==> config.mk <==
export PLATFORM = sky130hd
export DESIGN_NAME = alu_share_arbiter
export DESIGN_NICKNAME = d
export VERILOG_FILES = /design/src/rtl/alu_pkg.sv /design/src/rtl/rr_arbiter.sv /design/src/rtl/alu_share_arbiter.sv
export SDC_FILE = /design/constraint.sdc
export NUM_CORES = 1
export LEC_CHECK = 0
export BUFFER_PORTS_ARGS = -buffer_cell sky130_fd_sc_hd__buf_2
export CAP_MARGIN = 20
export CORE_ASPECT_RATIO = 1.4
export CORE_UTILIZATION = 40
export CTS_CLUSTER_DIAMETER = 30
export DETAILED_ROUTE_END_ITERATION = 8
export GPL_TIMING_DRIVEN = 0
export HOLD_SLACK_MARGIN = 0.1
export PLACE_DENSITY = 0.66
export RECOVER_POWER = 50
export REMOVE_ABC_BUFFERS = 1
export SYNTH_ARGS = -nofsm -noshare
export SYNTH_HDL_FRONTEND = slang
export SYNTH_SLANG_ARGS = --single-unit
export TNS_END_PERCENT = 30
==> constraint.sdc <==
create_clock -name clk -period 16.37 [get_ports clk]
set_input_delay 4.911 -clock clk [delete_from_list [all_inputs] [get_ports clk]]
set_output_delay 4.911 -clock clk [all_outputs]
set_load 0.01 [all_outputs]
==> src/rtl/alu_pkg.sv <==
// Shared definitions for the ALU sharing block: op codes and op-code legality.
package alu_pkg;

  typedef logic [3:0] alu_op_t;

  localparam alu_op_t ALU_AND = 4'b0000;
  localparam alu_op_t ALU_OR  = 4'b0001;
  localparam alu_op_t ALU_ADD = 4'b0010;
  localparam alu_op_t ALU_SUB = 4'b0110;

  // True for the four op codes the datapath implements.
  function automatic logic is_valid_op(input alu_op_t op);
    logic v;
    case (op)
      ALU_AND, ALU_OR, ALU_ADD, ALU_SUB: v = 1'b1;
      default:                           v = 1'b0;
    endcase
    return v;
  endfunction

endpackage

==> src/rtl/rr_arbiter.sv <==
// Round-robin arbiter: grants the first eligible requester at or after the
// pointer, then moves the pointer just past the winner.
module rr_arbiter #(
  parameter int NREQ = 2,
  localparam int IW  = (NREQ > 1) ? $clog2(NREQ) : 1
) (
  input  logic            clk,
  input  logic            rst,
  input  logic [NREQ-1:0] eligible,
  output logic [NREQ-1:0] grant,
  output logic [IW-1:0]   grant_idx
);

  logic [IW-1:0] r_ptr;
  logic          w_found;
  int            w_idx;

  // Search from the pointer upward with wrap; no grant while in reset.
  always_comb begin
    grant     = '0;
    grant_idx = '0;
    w_found   = 1'b0;
    w_idx     = 0;
    for (int k = 0; k < NREQ; k++) begin
      w_idx = int'(r_ptr) + k;
      if (w_idx >= NREQ) begin
        w_idx = w_idx - NREQ;
      end else begin
        w_idx = w_idx;
      end
      if (!w_found && !rst && eligible[w_idx]) begin
        w_found         = 1'b1;
        grant[w_idx]    = 1'b1;
        grant_idx       = IW'(w_idx);
      end else begin
        w_found = w_found;
      end
    end
  end

  // Pointer advances past the granted index; holds when nothing is granted.
  always_ff @(posedge clk) begin
    if (rst) begin
      r_ptr <= '0;
    end else if (|grant) begin
      if (grant_idx == IW'(NREQ - 1)) begin
        r_ptr <= '0;
      end else begin
        r_ptr <= grant_idx + IW'(1);
      end
    end else begin
      r_ptr <= r_ptr;
    end
  end

endmodule

==> src/rtl/alu_share_arbiter.sv <==
// Shares one combinational ALU between NREQ requesters. Requests are
// round-robin arbitrated; each requester owns a one-entry result slot that
// is written one cycle after acceptance and held until consumed.
module alu_share_arbiter
  import alu_pkg::*;
#(
  parameter int NREQ = 2,
  parameter int W    = 32,
  localparam int IW  = (NREQ > 1) ? $clog2(NREQ) : 1
) (
  input  logic                    clk,
  input  logic                    rst,
  input  logic [NREQ-1:0]         req_valid,
  output logic [NREQ-1:0]         req_ready,
  input  logic [NREQ-1:0][3:0]    req_op,
  input  logic [NREQ-1:0][W-1:0]  req_a,
  input  logic [NREQ-1:0][W-1:0]  req_b,
  output logic [NREQ-1:0]         rsp_valid,
  input  logic [NREQ-1:0]         rsp_ready,
  output logic [NREQ-1:0][W-1:0]  rsp_data,
  output logic [NREQ-1:0]         rsp_zero,
  output logic [NREQ-1:0]         rsp_err,
  output logic                    busy
);

  logic [NREQ-1:0]        r_rsp_valid;
  logic [NREQ-1:0][W-1:0] r_rsp_data;
  logic [NREQ-1:0]        r_rsp_zero;
  logic [NREQ-1:0]        r_rsp_err;

  logic [NREQ-1:0] w_elig;
  logic [NREQ-1:0] w_grant;
  logic [IW-1:0]   w_gidx;
  alu_op_t         w_op;
  logic [W-1:0]    w_a;
  logic [W-1:0]    w_b;
  logic [W-1:0]    w_res;
  logic            w_zero;
  logic            w_err;

  // A requester may issue when its slot is empty or draining this cycle;
  // this uses only handshake state, never the operands.
  always_comb begin
    w_elig = req_valid & (~r_rsp_valid | rsp_ready);
  end

  rr_arbiter #(.NREQ(NREQ)) u_arb (
    .clk       (clk),
    .rst       (rst),
    .eligible  (w_elig),
    .grant     (w_grant),
    .grant_idx (w_gidx)
  );

  // Steer the granted requester's op and operands into the datapath.
  always_comb begin
    w_op = req_op[w_gidx];
    w_a  = req_a[w_gidx];
    w_b  = req_b[w_gidx];
  end

  // ALU datapath: modulo add/sub, undefined ops give zero data and err.
  always_comb begin
    case (w_op)
      ALU_AND: w_res = w_a & w_b;
      ALU_OR:  w_res = w_a | w_b;
      ALU_ADD: w_res = w_a + w_b;
      ALU_SUB: w_res = w_a - w_b;
      default: w_res = '0;
    endcase
    w_err  = ~is_valid_op(w_op);
    w_zero = (w_res == '0);
  end

  // Result slots: capture on grant, clear valid on drain, otherwise hold.
  always_ff @(posedge clk) begin
    if (rst) begin
      r_rsp_valid <= '0;
      r_rsp_data  <= '0;
      r_rsp_zero  <= '0;
      r_rsp_err   <= '0;
    end else begin
      for (int i = 0; i < NREQ; i++) begin
        if (w_grant[i]) begin
          r_rsp_valid[i] <= 1'b1;
          r_rsp_data[i]  <= w_res;
          r_rsp_zero[i]  <= w_zero;
          r_rsp_err[i]   <= w_err;
        end else if (r_rsp_valid[i] && rsp_ready[i]) begin
          r_rsp_valid[i] <= 1'b0;
        end else begin
          r_rsp_valid[i] <= r_rsp_valid[i];
        end
      end
    end
  end

  // Handshake and status outputs; busy is forced low during reset.
  always_comb begin
    req_ready = w_grant;
    rsp_valid = r_rsp_valid;
    rsp_data  = r_rsp_data;
    rsp_zero  = r_rsp_zero;
    rsp_err   = r_rsp_err;
    busy      = ~rst & ((|r_rsp_valid) | (|w_grant));
  end

endmodule

Word-level counts from Yosys, hierarchy flattened
Cells that the tools add are included.
{"block": "totals", "ff_bits": 71, "in_bits": 142, "out_inout_bits": 73}
{"block": "classes", "add_sub_neg": 6, "order_cmp": 7, "eq_ne": 3, "n_mux": 30, "n_bitwise": 10, "reduce_logical": 16}
{"op": "32-bit 2-to-1 mux", "n": 6}
{"op": "32-bit one-hot mux with 4 select lines", "n": 1}
{"op": "32-bit by 1-bit >= comparator with 1-bit output, second input constant", "n": 2}
{"op": "32-bit by 3-bit less-than comparator with 1-bit output, second input constant", "n": 2}
{"op": "32-bit adder", "n": 1}
{"op": "32-bit AND", "n": 1}
{"op": "32-bit by 3-bit >= comparator with 1-bit output, second input constant", "n": 1}
{"op": "32-bit logical NOT", "n": 1}
{"op": "32-bit bitwise OR", "n": 1}
{"op": "32-bit by 3-bit subtractor with 32-bit output, second input constant", "n": 1}
{"op": "32-bit subtractor", "n": 1}
{"op": "1-bit 2-to-1 mux", "n": 17}
{"op": "4-bit 2-to-1 mux", "n": 2}
{"op": "1-bit logical AND", "n": 7}
{"op": "4-bit by 1-bit equality test with 1-bit output, second input constant", "n": 1}
{"op": "4-bit by 2-bit equality test with 1-bit output, second input constant", "n": 1}
{"op": "4-bit by 3-bit equality test with 1-bit output, second input constant", "n": 1}
{"op": "4-bit logical NOT", "n": 1}
{"op": "2-bit 2-to-1 mux", "n": 2}
{"op": "2-bit bitwise OR", "n": 2}
{"op": "2-bit nonzero test", "n": 2}
{"op": "2-bit OR reduction", "n": 2}
{"op": "4-bit OR reduction", "n": 1}
{"op": "1-bit by 2-bit subtractor with 3-bit output, second input constant", "n": 1}
{"op": "other kinds (11)", "n": 14}

Longest topological paths before layout
{"block": "depth", "depth_word": 18, "mapped_depth": 27}

By module
A second synthesis with hierarchy kept.
{"block": "hier_totals", "hier_cells": 952, "area_unflattened_um2": 7089.3}
{"mod": "alu_share_arbiter", "instances": 1, "cells_each": 944, "area_each_um2": 7013.0}
{"mod": "rr_arbiter", "instances": 1, "cells_each": 8, "area_each_um2": 76.3}

Least setup slack after synthesis
Ideal clock, no wire load.
{"block": "synth_path", "kind": "input port to output port", "from": "input port rsp_ready[0]", "to": "output port req_ready[1]", "t_arrival_ps": 7131, "path_slack_ps": 4328, "cell_stages": 10, "n_path_buf": 7, "path_cell_list": "nand2b_1 -> a211o_1 -> buf_6 -> inv_4 -> buf_4 -> buf_2 -> clkbuf_1 -> clkbuf_1 -> clkbuf_1 -> buf_1"}
{"block": "synth_between", "elab_chain_cells": 11, "elab_cells_between_ends": 16, "cone_classes": "mux (9); bitwise (3); reduce/logical (4)"}
{"item": "from (decl)", "line": "alu_share_arbiter.sv:19", "source": "input logic [NREQ-1:0] rsp_ready,"}
{"item": "2-bit bitwise OR *", "line": "alu_share_arbiter.sv:44", "source": "w_elig = req_valid & (~r_rsp_valid | rsp_ready);"}
{"item": "2-bit AND *", "line": "alu_share_arbiter.sv:44"}
{"item": "1-bit 2-to-1 mux (implied by the code) (3 in a row)", "line": "rr_arbiter.sv:31", "source": "if (!w_found && !rst && eligible[w_idx]) begin"}
{"item": "1-bit logical AND", "line": "rr_arbiter.sv:31"}
{"item": "1-bit 2-to-1 mux", "line": "rr_arbiter.sv:31"}
{"item": "1-bit logical NOT", "line": "rr_arbiter.sv:31"}
{"item": "1-bit logical AND (2 in a row)", "line": "rr_arbiter.sv:31"}
{"item": "2-bit 2-to-1 mux *", "line": "rr_arbiter.sv:31"}
{"item": "to (decl)", "line": "alu_share_arbiter.sv:14", "source": "output logic [NREQ-1:0] req_ready,"}
Every way passes the cells marked *; elsewhere a longest branch is shown, timed or not. The select of a mux whose other input is x is not followed.

Worst setup path in the final report
Same ends and word-level chain as after synthesis.

==> report_table.html <==
<table>
<tr><th>Metric</th><th>Value</th></tr>
<tr><th colspan="2">Worst hold path</th></tr>
<tr><td>Type of the most critical hold path</td><td>reg -&gt; reg</td></tr>
<tr><th colspan="2">STA</th></tr>
<tr><td>Min Clock Period, post-route</td><td>12.13 ns</td></tr>
<tr><td>Final slew viol count</td><td>0</td></tr>
<tr><td>Maximum operating frequency</td><td>between 80 and 90 MHz</td></tr>
<tr><td>Share of the clock period used by the worst path after layout</td><td>about three quarters</td></tr>
<tr><td>Final number of setup-violating endpoints</td><td>0</td></tr>
<tr><td>Hold Vio Cnt, Final</td><td>0</td></tr>
<tr><td>Transition time of the tightest slew-check pin</td><td>1.16 ns</td></tr>
<tr><td>Headroom to the max-slew limit</td><td>22.2%</td></tr>
<tr><td>Smallest hold slack</td><td>~0.45 ns</td></tr>
<tr><td>Setup total negative slack</td><td>0 ns</td></tr>
<tr><td>Setup slack of the critical path after layout</td><td>approximately 4.2 ns</td></tr>
<tr><td>Unrepaired setup endpoints after global routing</td><td>false</td></tr>
<tr><td>Post-Route Skew</td><td>about 0.0085 ns</td></tr>
<tr><th colspan="2">Floorplanning</th></tr>
<tr><td>DIE HEIGHT</td><td>164 um</td></tr>
<tr><td>Die Outline Area</td><td>between 0.015 and 0.02 sq mm</td></tr>
<tr><td>Area of the core</td><td>0.0185 sq mm</td></tr>
<tr><td>Die width</td><td>around 120 um</td></tr>
<tr><td>Initial standard-cell utilization of the core</td><td>between 40% and 50%</td></tr>
<tr><td>Std-Cell Rows</td><td>59</td></tr>
<tr><td>Number of top-level design ports</td><td>around 220</td></tr>
<tr><th colspan="2">Placement</th></tr>
<tr><td>Placed Cells incl. Taps</td><td>about 1500</td></tr>
<tr><td>Placement Setup Slack</td><td>approximately 4.2 ns</td></tr>
<tr><td>RD Place Congestion</td><td>0.923</td></tr>
<tr><td>Final HPWL DP</td><td>about 22 mm</td></tr>
<tr><td>Number of buffer cells added on primary ports</td><td>between 200 and 250</td></tr>
<tr><td>Post-place instance area</td><td>0.00883 sq mm</td></tr>
<tr><th colspan="2">Worst setup path</th></tr>
<tr><td>Critical path class</td><td>in -&gt; out</td></tr>
<tr><td>Startpoint class of the critical path</td><td>input port</td></tr>
<tr><td>Required time of the worst setup path</td><td>11.46 ns</td></tr>
<tr><td>Largest driver fanout on the critical path</td><td>80</td></tr>
<tr><td>Worst endpoint data arrival time</td><td>just over 7 ns</td></tr>
<tr><td>Type of element capturing the critical path</td><td>primary output</td></tr>
<tr><th colspan="2">Global routing</th></tr>
<tr><td>Initial antenna violation count</td><td>1</td></tr>
<tr><td>Number of global-route vias before repair</td><td>roughly 8000</td></tr>
<tr><td>Pin count of the biggest net entering global routing</td><td>81</td></tr>
<tr><td>Global-route congestion overflow total</td><td>0</td></tr>
<tr><td>Total Routing Usage GR</td><td>27.9%</td></tr>
<tr><td>First-pass GRT wire length</td><td>~43 mm</td></tr>
<tr><th colspan="2">Yosys</th></tr>
<tr><td>Synth Area in Compound Gates</td><td>29.2%</td></tr>
<tr><td>Dominant register cell in the synthesized netlist</td><td>dfxtp_1</td></tr>
<tr><td>FFs w/ async S/R, synth</td><td>0%</td></tr>
<tr><td>Parity-gate share of the synthesized area counting xor and xnor cells</td><td>approximately 5.4%</td></tr>
<tr><td>Total of warnings raised by yosys</td><td>0</td></tr>
<tr><td>Top cell type by total area after synthesis</td><td>dfxtp_1</td></tr>
<tr><td>Flop and latch count out of synthesis</td><td>just over 70</td></tr>
<tr><td>Fraction of synthesized area in multiplexers</td><td>under 10%</td></tr>
<tr><td>Area fraction in and, or, nand and nor cells after synthesis</td><td>a little over a quarter</td></tr>
<tr><td>Distinct cells, synth</td><td>80</td></tr>
<tr><td>Part of the Yosys area used for sequential elements</td><td>18.8%</td></tr>
<tr><td>Number of synthesized flops with an enable pin</td><td>0</td></tr>
<tr><td>Mean area per synthesized cell</td><td>between 7 and 8 sq um</td></tr>
<tr><td>Combinational family with the most area after synthesis</td><td>compound AO/OA/AOI/OAI gates</td></tr>
<tr><td>Adder and majority gate portion of the synthesized area</td><td>under 10%</td></tr>
<tr><td>Top-area cell type share of the netlist area</td><td>a little under a fifth</td></tr>
<tr><td>Cell count after synthesis</td><td>approximately 1100</td></tr>
<tr><td>Cell area after technology mapping</td><td>0.00754 sq mm</td></tr>
<tr><td>Top area cells in the synthesized netlist</td><td>dfxtp_1, nand2_1, o21ai_0, mux2i_1, a21oi_1</td></tr>
<tr><th colspan="2">Routing</th></tr>
<tr><td>DRC Markers</td><td>0</td></tr>
<tr><td>Routed length per placed instance</td><td>18.9 um</td></tr>
<tr><td>Number of optimization iterations in the first detailed-route pass</td><td>6</td></tr>
<tr><td>Overall routed net length</td><td>between 20 and 30 mm</td></tr>
<tr><td>Count of antenna-violating nets left after detailed routing</td><td>0</td></tr>
<tr><td>Total number of vias</td><td>roughly 8900</td></tr>
<tr><td>Detailed Route Iter0 Violations</td><td>852</td></tr>
<tr><td>Per-cell via count in the routed design</td><td>between 5 and 6</td></tr>
<tr><th colspan="2">Final layout</th></tr>
<tr><td>Post-route core utilization</td><td>roughly half</td></tr>
<tr><td>Number of nets at the end of the flow</td><td>between 1000 and 1500</td></tr>
<tr><td>Most frequent cells in the layout</td><td>nand2_1, buf_2, o21ai_0</td></tr>
<tr><td>Total non-filler cell area in the finished layout</td><td>between 0.009 and 0.01 sq mm</td></tr>
<tr><td>Most common cell after layout, fill and taps aside</td><td>nand2_1</td></tr>
<tr><td>Post-Layout Cell Count</td><td>1488</td></tr>
<tr><td>Area added between synthesis and finish</td><td>20.5%</td></tr>
<tr><td>Share of post-route cells with drive strength above 1</td><td>16.0%</td></tr>
<tr><th colspan="2">Clocking</th></tr>
<tr><td>Number of cells upsized or downsized after cts</td><td>0</td></tr>
<tr><td>Count of buffers added by post-CTS timing repair for setup</td><td>0</td></tr>
<tr><td>TritonCTS clock tree</td><td>yes</td></tr>
<tr><td>Total clock buffers created by CTS</td><td>9</td></tr>
<tr><td>CTS Hold Bufs</td><td>0</td></tr>
<tr><td>Root cell of the clock tree</td><td>clkbuf_16</td></tr>
<tr><td>Worst-Skew Late Latency</td><td>around 0.33 ns</td></tr>
<tr><td>Clk pin slew, worst setup/hold paths</td><td>0.05 ns</td></tr>
<tr><td>CTS H-tree depth</td><td>3</td></tr>
<tr><td>Number of buffers on the longest clock path</td><td>2</td></tr>
<tr><td>Sink Count</td><td>about 70</td></tr>
<tr><th colspan="2">Pwr</th></tr>
<tr><td>PwrDens</td><td>between 70 and 80 mW/mm^2</td></tr>
<tr><td>Total power</td><td>just under 0.7 mW</td></tr>
<tr><td>Maximum resistive drop on vdd</td><td>between 50 and 60 uV</td></tr>
<tr><td>Pleak</td><td>3.82 nW</td></tr>
<tr><th colspan="2">Outcome</th></tr>
<tr><td>Result of the run</td><td>complete, no violations</td></tr>
<tr><th colspan="2">Run</th></tr>
<tr><td>Number of max-cap violations</td><td>0</td></tr>
</table>
[state kept, by name, indices dropped and copies added, names as in the netlist]
signal and cells:
rsp_err 2, rsp_data 64, rsp_valid 2, rsp_zero 2, u_arb.r_ptr 1
[routing by layer]
metal,vias to the layer above,share of wire (%),global-route usage (%)
li1,4317,-,-
met1,4160,42,34.0
met2,374,49,49.1
met3,66,5.9,2.94
met4,0,4.0,13.3
met5,-,0,0
[critical path: stages]
cell and delay [ns]:
buf_2 0.09, nand2b_1 0.19, a211o_4 0.64, buf_16 0.33
inv_4 0.69, buf_2 0.27
[power breakdown]
part           switching (mW)  internal [mW]
registers             0.00270          0.177
clock network          0.0734          0.138
logic                   0.189          0.115
total                   0.265          0.430
[layout make-up]
type | instances | area, sq um
diodes | 1 | 2.50
inverters | 24 | 92.6
well taps | 244 | 305
repair buffers | 225 | 1130
multi-input cells | 907 | 5810
clock buffers | 11 | 243
fillers | 1910 | 9440
clock inverters | 5 | 81.3
flip-flops and latches | 71 | 1420
[path summary, 6_finish.rpt]
check,startpoint,to,slack (ns),cells past startpoint
worst max-delay path,rsp_ready[0],req_ready[1],4.24,6
worst max register to register,rsp_valid[0]$_SDFFE_PP0P_,rsp_zero[1]$_SDFFE_PP0P_,9.45,19
worst min-delay path,rsp_data[8]$_SDFFE_PP0P_,rsp_data[8]$_SDFFE_PP0P_,0.45,2
worst min register to register,rsp_data[8]$_SDFFE_PP0P_,rsp_data[8]$_SDFFE_PP0P_,0.45,2
[synthesized netlist by cell type (all sizes together) (6+ instances only)]
library cell  instances
nand2               187
o21ai                96
a21oi                76
dfxtp                71
nor2                 64
clkbuf               45
mux2i                44
nor3                 40
ha                   30
a22o                 27
nand3                25
inv                  24
xnor2                24
maj3                 23
xor2                 22
buf                  21
nor4                 19
nand4                18
a31oi                17
a211oi               10
a21o                 10
and3                 10
nand2b               10
o211ai               10
or3                  10
or4                  10
and2                  8
nor2b                 7
o21a                  7
a211o                 6
nand3b                6
[cell families after synthesis]
| family | Yosys count |
|---|---|
| AO/OA/AOI/OAI | 332 |
| XOR/XNOR | 46 |
| adder cells (fa/ha/maj) | 54 |
| AND/OR/NAND/NOR | 427 |
| multiplexers | 48 |
| flip-flops | 71 |
| buffers and inverters | 90 |
Note: power is estimated with default switching activity, not from simulation.
